$ cat src/rtl/vga_pkg.sv
// Shared 640x480@60 timing constants for the sync generator and the pixel generator.
package vga_pkg;

  localparam int DEF_H_DISPLAY = 640;
  localparam int DEF_H_FRONT   = 16;
  localparam int DEF_H_SYNC    = 96;
  localparam int DEF_H_BACK    = 48;
  localparam int DEF_H_TOTAL   = DEF_H_DISPLAY + DEF_H_FRONT + DEF_H_SYNC + DEF_H_BACK;

  localparam int DEF_V_DISPLAY = 480;
  localparam int DEF_V_FRONT   = 10;
  localparam int DEF_V_SYNC    = 2;
  localparam int DEF_V_BACK    = 33;
  localparam int DEF_V_TOTAL   = DEF_V_DISPLAY + DEF_V_FRONT + DEF_V_SYNC + DEF_V_BACK;

  // True when a counter value lies in [lo, lo+len).
  function automatic logic in_window(input logic [9:0] v, input int lo, input int len);
    return (int'(v) >= lo) && (int'(v) < lo + len);
  endfunction

endpackage

$ cat src/rtl/vga_sync_pixel_tick_gen.sv
// Pixel-enable divider: p_tick is high for one clk out of every CLK_DIV clks.
module pixel_tick_gen #(
  parameter int CLK_DIV = 4
) (
  input  logic clk,
  input  logic reset,
  output logic p_tick
);

  localparam int W = (CLK_DIV > 1) ? $clog2(CLK_DIV) : 1;
  localparam logic [W-1:0] LAST = W'(CLK_DIV - 1);

  logic [W-1:0] div_q, div_d;

  always_comb begin
    div_d = div_q + 1'b1;
    if (div_q == LAST) div_d = '0;
  end

  always_ff @(posedge clk or posedge reset) begin
    if (reset) div_q <= '0;
    else       div_q <= div_d;
  end

  assign p_tick = (div_q == LAST);

endmodule

$ cat src/rtl/vga_sync.sv
// VGA horizontal/vertical sync generator with pixel counters.
// Optional 16-bit frame counter output enabled by defining VGA_FRAME_CNT_EN.
module vga_sync
  import vga_pkg::*;
#(
  parameter int CLK_DIV   = 4,
  parameter int H_DISPLAY = DEF_H_DISPLAY,
  parameter int H_FRONT   = DEF_H_FRONT,
  parameter int H_SYNC    = DEF_H_SYNC,
  parameter int H_BACK    = DEF_H_BACK,
  parameter int V_DISPLAY = DEF_V_DISPLAY,
  parameter int V_FRONT   = DEF_V_FRONT,
  parameter int V_SYNC    = DEF_V_SYNC,
  parameter int V_BACK    = DEF_V_BACK
) (
  input  logic       clk,
  input  logic       reset,
  output logic       hsync,
  output logic       vsync,
  output logic       video_on,
  output logic       p_tick,
  output logic [9:0] x,
  output logic [9:0] y,
  output logic       frame_tick
`ifdef VGA_FRAME_CNT_EN
  ,
  output logic [15:0] frame_count
`endif
);

  localparam int H_TOTAL = H_DISPLAY + H_FRONT + H_SYNC + H_BACK;
  localparam int V_TOTAL = V_DISPLAY + V_FRONT + V_SYNC + V_BACK;

  logic [9:0] x_q, x_d, y_q, y_d;
  logic       hsync_q, hsync_d, vsync_q, vsync_d;
  logic       frame_tick_q, frame_tick_d;

  pixel_tick_gen #(.CLK_DIV(CLK_DIV)) u_tick (
    .clk    (clk),
    .reset  (reset),
    .p_tick (p_tick)
  );

  // Syncs are computed from the next counter values so they change on the same edge as x/y.
  always_comb begin
    x_d          = x_q;
    y_d          = y_q;
    frame_tick_d = 1'b0;
    if (p_tick) begin
      if (x_q == 10'(H_TOTAL - 1)) begin
        x_d = '0;
        if (y_q == 10'(V_TOTAL - 1)) begin
          y_d          = '0;
          frame_tick_d = 1'b1;
        end else begin
          y_d = y_q + 10'd1;
        end
      end else begin
        x_d = x_q + 10'd1;
      end
    end
    hsync_d = ~in_window(x_d, H_DISPLAY + H_FRONT, H_SYNC);
    vsync_d = ~in_window(y_d, V_DISPLAY + V_FRONT, V_SYNC);
  end

  always_ff @(posedge clk or posedge reset) begin
    if (reset) begin
      x_q          <= '0;
      y_q          <= '0;
      hsync_q      <= 1'b1;
      vsync_q      <= 1'b1;
      frame_tick_q <= 1'b0;
    end else begin
      x_q          <= x_d;
      y_q          <= y_d;
      hsync_q      <= hsync_d;
      vsync_q      <= vsync_d;
      frame_tick_q <= frame_tick_d;
    end
  end

`ifdef VGA_FRAME_CNT_EN
  logic [15:0] frame_count_q, frame_count_d;

  always_comb begin
    frame_count_d = frame_count_q;
    if (frame_tick_d) frame_count_d = frame_count_q + 16'd1;
  end

  always_ff @(posedge clk or posedge reset) begin
    if (reset) frame_count_q <= '0;
    else       frame_count_q <= frame_count_d;
  end

  assign frame_count = frame_count_q;
`endif

  assign x          = x_q;
  assign y          = y_q;
  assign hsync      = hsync_q;
  assign vsync      = vsync_q;
  assign frame_tick = frame_tick_q;
  assign video_on   = (x_q < 10'(H_DISPLAY)) && (y_q < 10'(V_DISPLAY));

endmodule
$ cat config.mk
export PLATFORM = sky130hd
export DESIGN_NAME = vga_sync
export DESIGN_NICKNAME = d
export VERILOG_FILES = /design/src/rtl/vga_pkg.sv /design/src/rtl/vga_sync_pixel_tick_gen.sv /design/src/rtl/vga_sync.sv
export SDC_FILE = /design/constraint.sdc
export NUM_CORES = 1
export LEC_CHECK = 0
export BUFFER_PORTS_ARGS = -buffer_cell sky130_fd_sc_hd__buf_4
export CAP_MARGIN = 20
export CORE_MARGIN = 8
export CORE_UTILIZATION = 41
export DETAILED_ROUTE_END_ITERATION = 10
export GPL_TIMING_DRIVEN = 0
export SYNTH_ARGS = -nofsm -noshare
export SYNTH_HDL_FRONTEND = slang
export SYNTH_SLANG_ARGS = --single-unit
$ cat constraint.sdc
create_clock -name clk -period 2.1 [get_ports clk]
set_input_delay 0.21 -clock clk [delete_from_list [all_inputs] [get_ports clk]]
set_output_delay 0.21 -clock clk [all_outputs]
set_load 0.02 [all_outputs]
=== After elaboration in Yosys (flattened, before gate mapping) ===
Index checks and enable logic that the tools add are counted.

* $add $sub $neg: 3
* Multiply operators: 0
* Div/mod/pow operators: 0
* Order comparisons: 6
* Eq/ne operators: 3
* Shift-type cells: 0
* Mux-type cells: 9
* Bitwise gates (word level): 2
* Reductions and logical operators: 3

{| class="wikitable"
|+ Operators by type and width
! kind !! count
|-
| 2-to-1 mux 10 bit || 5
|-
| adder 10 x 1 -> 10 bit, second input constant || 2
|-
| equality test 10 bit, second input constant || 2
|-
| less-than comparator 10 bit, second input constant || 2
|-
| less-than comparator 10 x 9 -> 1 bit, second input constant || 2
|-
| >= comparator 10 bit, second input constant || 1
|-
| >= comparator 10 x 9 -> 1 bit, second input constant || 1
|-
| logical AND 1 bit || 3
|-
| 2-to-1 mux 1 bit || 3
|-
| adder 2 x 1 -> 2 bit, second input constant || 1
|-
| equality test 2 bit, second input constant || 1
|-
| 2-to-1 mux 2 bit || 1
|-
| inverter 1 bit || 2
|}

* Register bits after elaboration: 25
* Bits in latches: 0
* Bits in writable memories: 0
* Memory bits (read-only): 0
* Bits of input ports: 2
* Output and inout bits: 25
* Word-level logic and storage cells: 32
* Memories: 0

=== Longest topological paths before layout ===
* Depth after elaboration: 7
* Mapped depth: 8
* Gate-level depth less buffers: 7

=== By module ===
Synthesis repeated with hierarchy kept, for this count alone.

* Cells, all modules: 155
* Area, all modules: 1490.2 um^2

{| class="wikitable"
|+ Modules (own cells, without submodules)
! module !! instances !! cells each !! area an instance (um^2) !! seq. area each (um^2)
|-
| vga_sync || 1 || 150 || 1420.1 || 578.1
|-
| pixel_tick_gen || 1 || 5 || 70.1 || 50.0
|}

=== Least setup slack after synthesis ===
OpenSTA, ideal clock, no wires.

* Path kind: register -> register
* Start: reg u_tick.div_q[0]
* End: reg vsync_q, in the netlist vsync
* Setup time: 91 ps
* Arrival time: 2112 ps
* Data required time: 2009 ps
* Path slack: -102 ps
* Cell stages (with the launch flop): 9
* Buffers on the path: 2
* Clock period less this slack: 2202 ps
* Path through: dfrtp_1 -> ha_1 -> buf_2 -> nand3_1 -> or4_1 -> buf_2 -> nor3_1 -> o221ai_1 -> nand4bb_1

* Word-level cells in the longest chain between the ends: 5
* Elaborated cells between the ends (all ways): 6
* Classes of those cells: 2 x order compare; 1 x eq/ne; 1 x mux; 1 x bitwise; 1 x reduce/logical

{| class="wikitable"
|+ Ends and longest elaborated chain
! element !! line !! text
|-
| start, declared || vga_sync_pixel_tick_gen.sv:13 || <nowiki>logic [W-1:0] div_q, div_d;</nowiki>
|-
| start signal, assigned || vga_sync_pixel_tick_gen.sv:22 || <nowiki>else div_q <= div_d;</nowiki>
|-
| equality test 2 bit (*) || vga_sync_pixel_tick_gen.sv:25 || <nowiki>assign p_tick = (div_q == LAST);</nowiki>
|-
| via p_tick || vga_sync.sv:21 || <nowiki>output logic p_tick,</nowiki>
|-
| 2-to-1 mux 10 bit (*) || vga_sync.sv:49 || <nowiki>if (p_tick) begin</nowiki>
|-
| >= comparator 10 x 9 -> 1 bit or less-than comparator 10 x 9 -> 1 bit (tied branches) || vga_pkg.sv:18 || <nowiki>return (int'(v) >= lo) && (int'(v) < lo + len);</nowiki>
|-
| logical AND 1 bit (*) || vga_pkg.sv:18 ||
|-
| inverter 1 bit (*) || vga_sync.sv:63 || <nowiki>vsync_d = ~in_window(y_d, V_DISPLAY + V_FRONT, V_SYNC);</nowiki>
|-
| via vsync_d || vga_sync.sv:35 || <nowiki>logic hsync_q, hsync_d, vsync_q, vsync_d;</nowiki>
|-
| end signal, assigned || vga_sync.sv:77 || <nowiki>vsync_q <= vsync_d;</nowiki>
|-
| end, declared || vga_sync.sv:35 ||
|}

The timed path passes the listed nets; every way through them passes the cells marked *.

=== Worst setup path in the final report ===
* Start: reg y_q[7], in the netlist y[7]
* End: reg vsync_q, in the netlist vsync

* Word-level cells in the longest chain between the ends: 7
* Elaborated cells between the ends (all ways): 9
* Classes of those cells: 1 x add/sub; 2 x order compare; 1 x eq/ne; 3 x mux; 1 x bitwise; 1 x reduce/logical

{| class="wikitable"
|+ Ends and longest elaborated chain
! element !! line !! text
|-
| start, declared || vga_sync.sv:34 || <nowiki>logic [9:0] x_q, x_d, y_q, y_d;</nowiki>
|-
| start signal, assigned || vga_sync.sv:75 || <nowiki>y_q <= y_d;</nowiki>
|-
| adder 10 x 1 -> 10 bit or equality test 10 bit (tied branches) || vga_sync.sv:56, vga_sync.sv:52 ||
|-
| 2-to-1 mux 10 bit || vga_sync.sv:52 || <nowiki>if (y_q == 10'(V_TOTAL - 1)) begin</nowiki>
|-
| 2-to-1 mux 10 bit || vga_sync.sv:50 || <nowiki>if (x_q == 10'(H_TOTAL - 1)) begin</nowiki>
|-
| 2-to-1 mux 10 bit (*) || vga_sync.sv:49 ||
|-
| >= comparator 10 x 9 -> 1 bit or less-than comparator 10 x 9 -> 1 bit (tied branches) || vga_pkg.sv:18 ||
|-
| logical AND 1 bit (*) || vga_pkg.sv:18 ||
|-
| inverter 1 bit (*) || vga_sync.sv:63 ||
|-
| via vsync_d || vga_sync.sv:35 ||
|}

Marks and branches as above.

==> results.md <==
* Synth warnings at 0
* Fmax at about 0.49 GHz
* Crit path DAT at approximately 2.3 ns
* Die area at approximately 0.0054 mm²
* Num ports at 27
* All-Layer GR Usage at 0.125
* Pre-Repair DR Iteration Count at 4
* Mapped Area at 0.00135 mm²
* Post-Synth Simple-Gate Area at 0.265
* Worst hold path class: primary input to asynchronous set/reset pin
* Antenna violations before repair at 0
* Post-synthesis compound-gate area fraction at 0.0990
* CP Launch Type: register
* Total congestion overflow at 0
* First-pass GRT wire length at ~5400 µm
* Pwr Density at between 300 and 400 mW/mm²
* H-tree levels at 1
* Share of cells above drive strength 1 at 0.365
* Starting Density at 0.415
* DR vias at 1198
* Vias per cell at 5.28
* Synth Register Bits at 25
* CTS Sinks at 25
* Synth Instances at roughly 140
* CTS tree: done
* Die Y at 73.4 µm
* # diodes at 0
* Xor/xnor share of the synthesized area at 0.0777
* Mean Syn Cell Area at between 9 and 10 µm²
* Main combinational cell family by area after synthesis: simple AND/OR/NAND/NOR gates
* Nets at 188
* DP Area at around 0.0016 mm²
* VDD IR max at ~0.28 mV
* Synthesized net count at 150
* Crit share post-route at 0.980
* Dpl cells at 216
* Chip width at approximately 73 µm
* CTS root buf: clkbuf_4
* Final setup vio count at 0
* Seq/Total Area, Yosys at 0.464
* Row cnt at 21
* Num CTS Buffers at 3
* Kind of critical path: register to register
* DRT Wirelength at 3330 µm
* Finished Layout Cells at roughly 230
* Number of buffers added on ports at 26
* Status: finished clean
* Post-synthesis mux area share at 0.0157
* Slew Limit Fails at 0
* Register area at approximately 630 µm²
* Final Skew at 0.00902 ns
* Wirelength per Cell at between 10 and 15 µm
* Pwr Total at a little over 0.0007 W
* Fill cells at about 320
* Clock slew at reported path FFs at 0.14 ns
* Final Hold Vio Count at 0
* Tightest Pin Transition at roughly 0.51 ns
* RD Place Congestion at about 0.90
* Slew HR at 0.658
* Clock buffer depth at 2
* Number of global-route vias before repair at 1150
* Dpl hpwl at roughly 2300 µm
* ANT nets after route at 0
* Design Area, Final at between 0.0015 and 0.002 mm²
* Synth unique cells at 35
* Post-route worst setup slack at 0.0417 ns
* Setup crit end kind: register
* Max FO, Critical Path at 5
* P_leak at around 0.80 nW
* Period minus WS final at around 2.1 ns
* Maxcap violations at 0
* Post-synthesis adder-cell area fraction at 0.0370
* Iter 0 DRT Violations at between 100 and 150
* RSZ-0062 raised after global routing: true
* Post-Place Setup Slack at -0.350 ns
* Multi-input combinational cell area at ~760 µm²
* Clk Latency, worst-skew pair at between 0.3 and 0.4 ns
* Req. time, crit path at approximately 2.4 ns
* Core footprint at 0.00326 mm²
* Synthesis-to-layout area growth at 34.8%
* DR DRC count at 0
* Largest net degree at the start of global routing at 26
final cells by class:
type	instances	share of cell area
inverter	9	0.0185
tap	46	0.0316
clock inverter	1	0.00275
buffer	3	0.0137
multi-input combinational	105	0.417
timing repair buffer	35	0.156
clock buffer	3	0.0124
sequential	25	0.347
stage by stage:
step / util / hold WS (ns) / TNS, ns
after floorplan: - / 0.236 / 0
after global placement: 0.497 / 0.468 / -1.75
after detailed placement: 0.497 / 0.484 / -1.78
after CTS: 0.525 / 0.114 / 0
after global routing: 0.560 / 0.299 / -0.0407
final: 0.560 / 0.331 / 0
cells by family (layout without fill, tap and decap cells):
| kind of cell | count (synthesis) | in the layout |
|---|---|---|
| compound gates | 22 | 22 |
| xor+xnor | 12 | 12 |
| fa+ha+maj | 4 | 4 |
| buf+inv | 14 | 51 |
| flops | 25 | 25 |
| mux | 2 | 2 |
| simple gates | 65 | 65 |
layout by cell type, fill, tap and decap left out, types with 2 or more instances in the layout:
cell / count
nor3_1: 3
dfrtp_1: 19
dfrtp_2: 4
nand3_1: 6
inv_1: 9
xor2_1: 5
and3_1: 3
o21ai_0: 12
nand4_1: 7
nor4_4: 2
xnor2_1: 7
dfstp_2: 2
buf_4: 33
ha_1: 2
or2_2: 2
nand2_1: 13
clkbuf_4: 3
nor2_1: 15
or4_4: 3
nor4_2: 2
o21a_1: 2
worst max-delay path: stages, from the launching register on:
cell and delay [ns]:
dfrtp_2 0.47, or4_4 0.51, or4_4 0.54, a21oi_2 0.14
o221ai_1 0.13, nand4bb_1 0.21
repair_timing:
item,in CTS,in global routing
buffers inserted,2,5
endpoints found under the setup margin,11,3
hold buffers,0,1
resized for setup,11,9
pin swaps,0,4
cloned,0,0
endpoints found under the hold margin,0,23
synth_stat cells:
library cell	count	area [µm²]
xor2_1	5	43.8
clkbuf_1	2	7.51
or3_1	1	6.26
dfstp_2	2	52.6
a21boi_0	1	7.51
mux2i_1	1	10.0
mux2_2	1	11.3
o31ai_1	1	7.51
o21ai_0	12	60.1
or4_1	1	7.51
nor4_1	4	25.0
nand4bb_1	2	22.5
and4_2	1	10.0
nand2_1	13	48.8
or4_4	2	22.5
nor4_2	1	12.5
buf_2	3	15.0
inv_1	9	33.8
nand3_1	7	35.0
a211oi_1	1	7.51
and3_2	1	7.51
dfrtp_1	23	576
a21oi_1	2	10.0
nand4_1	7	43.8
nor3_1	4	20.0
o41ai_1	1	8.76
and3_1	3	18.8
a31o_1	1	8.76
or2_2	2	12.5
and2_4	1	8.76
ha_1	4	50.1
o221ai_1	1	8.76
xnor2_1	7	61.3
nor2_1	15	56.3
o21a_1	2	15.0
registers in the layout (all words and copies together), names as in the netlist:
signal,flops
u_tick.div_q,2
frame_tick,1
vsync,1
hsync,1
x,10
y,10
report_power, final:
part           internal (W)  switching [W]  leakage (nW)
Clock             0.0000712       0.000142        0.0177
Sequential         0.000482              0         0.321
Combinational    0.00000775      0.0000109         0.458
per-layer routing:
layer | track usage | share of wire
met1 | 0.160 | 0.45
met2 | 0.206 | 0.48
met3 | 0.0232 | 0.051
met4 | 0.0399 | 0.012
met5 | 0 | 0
worst paths after layout:
| check | start | to | slack, ns | cells past startpoint |
|---|---|---|---|---|
| max reg2reg | y[7] | vsync | 0.04 | 5 |
| max | y[7] | vsync | 0.04 | 5 |
| max in group asynchronous | reset | hsync | 1.35 | 4 |
| min in group clk | u_tick.div_q[0] | u_tick.div_q[0] | 0.50 | 1 |
| min | reset | y[1] | 0.33 | 3 |
| min reg2reg | u_tick.div_q[0] | u_tick.div_q[0] | 0.50 | 1 |
No activity file was read; power rests on OpenSTA's default activity.
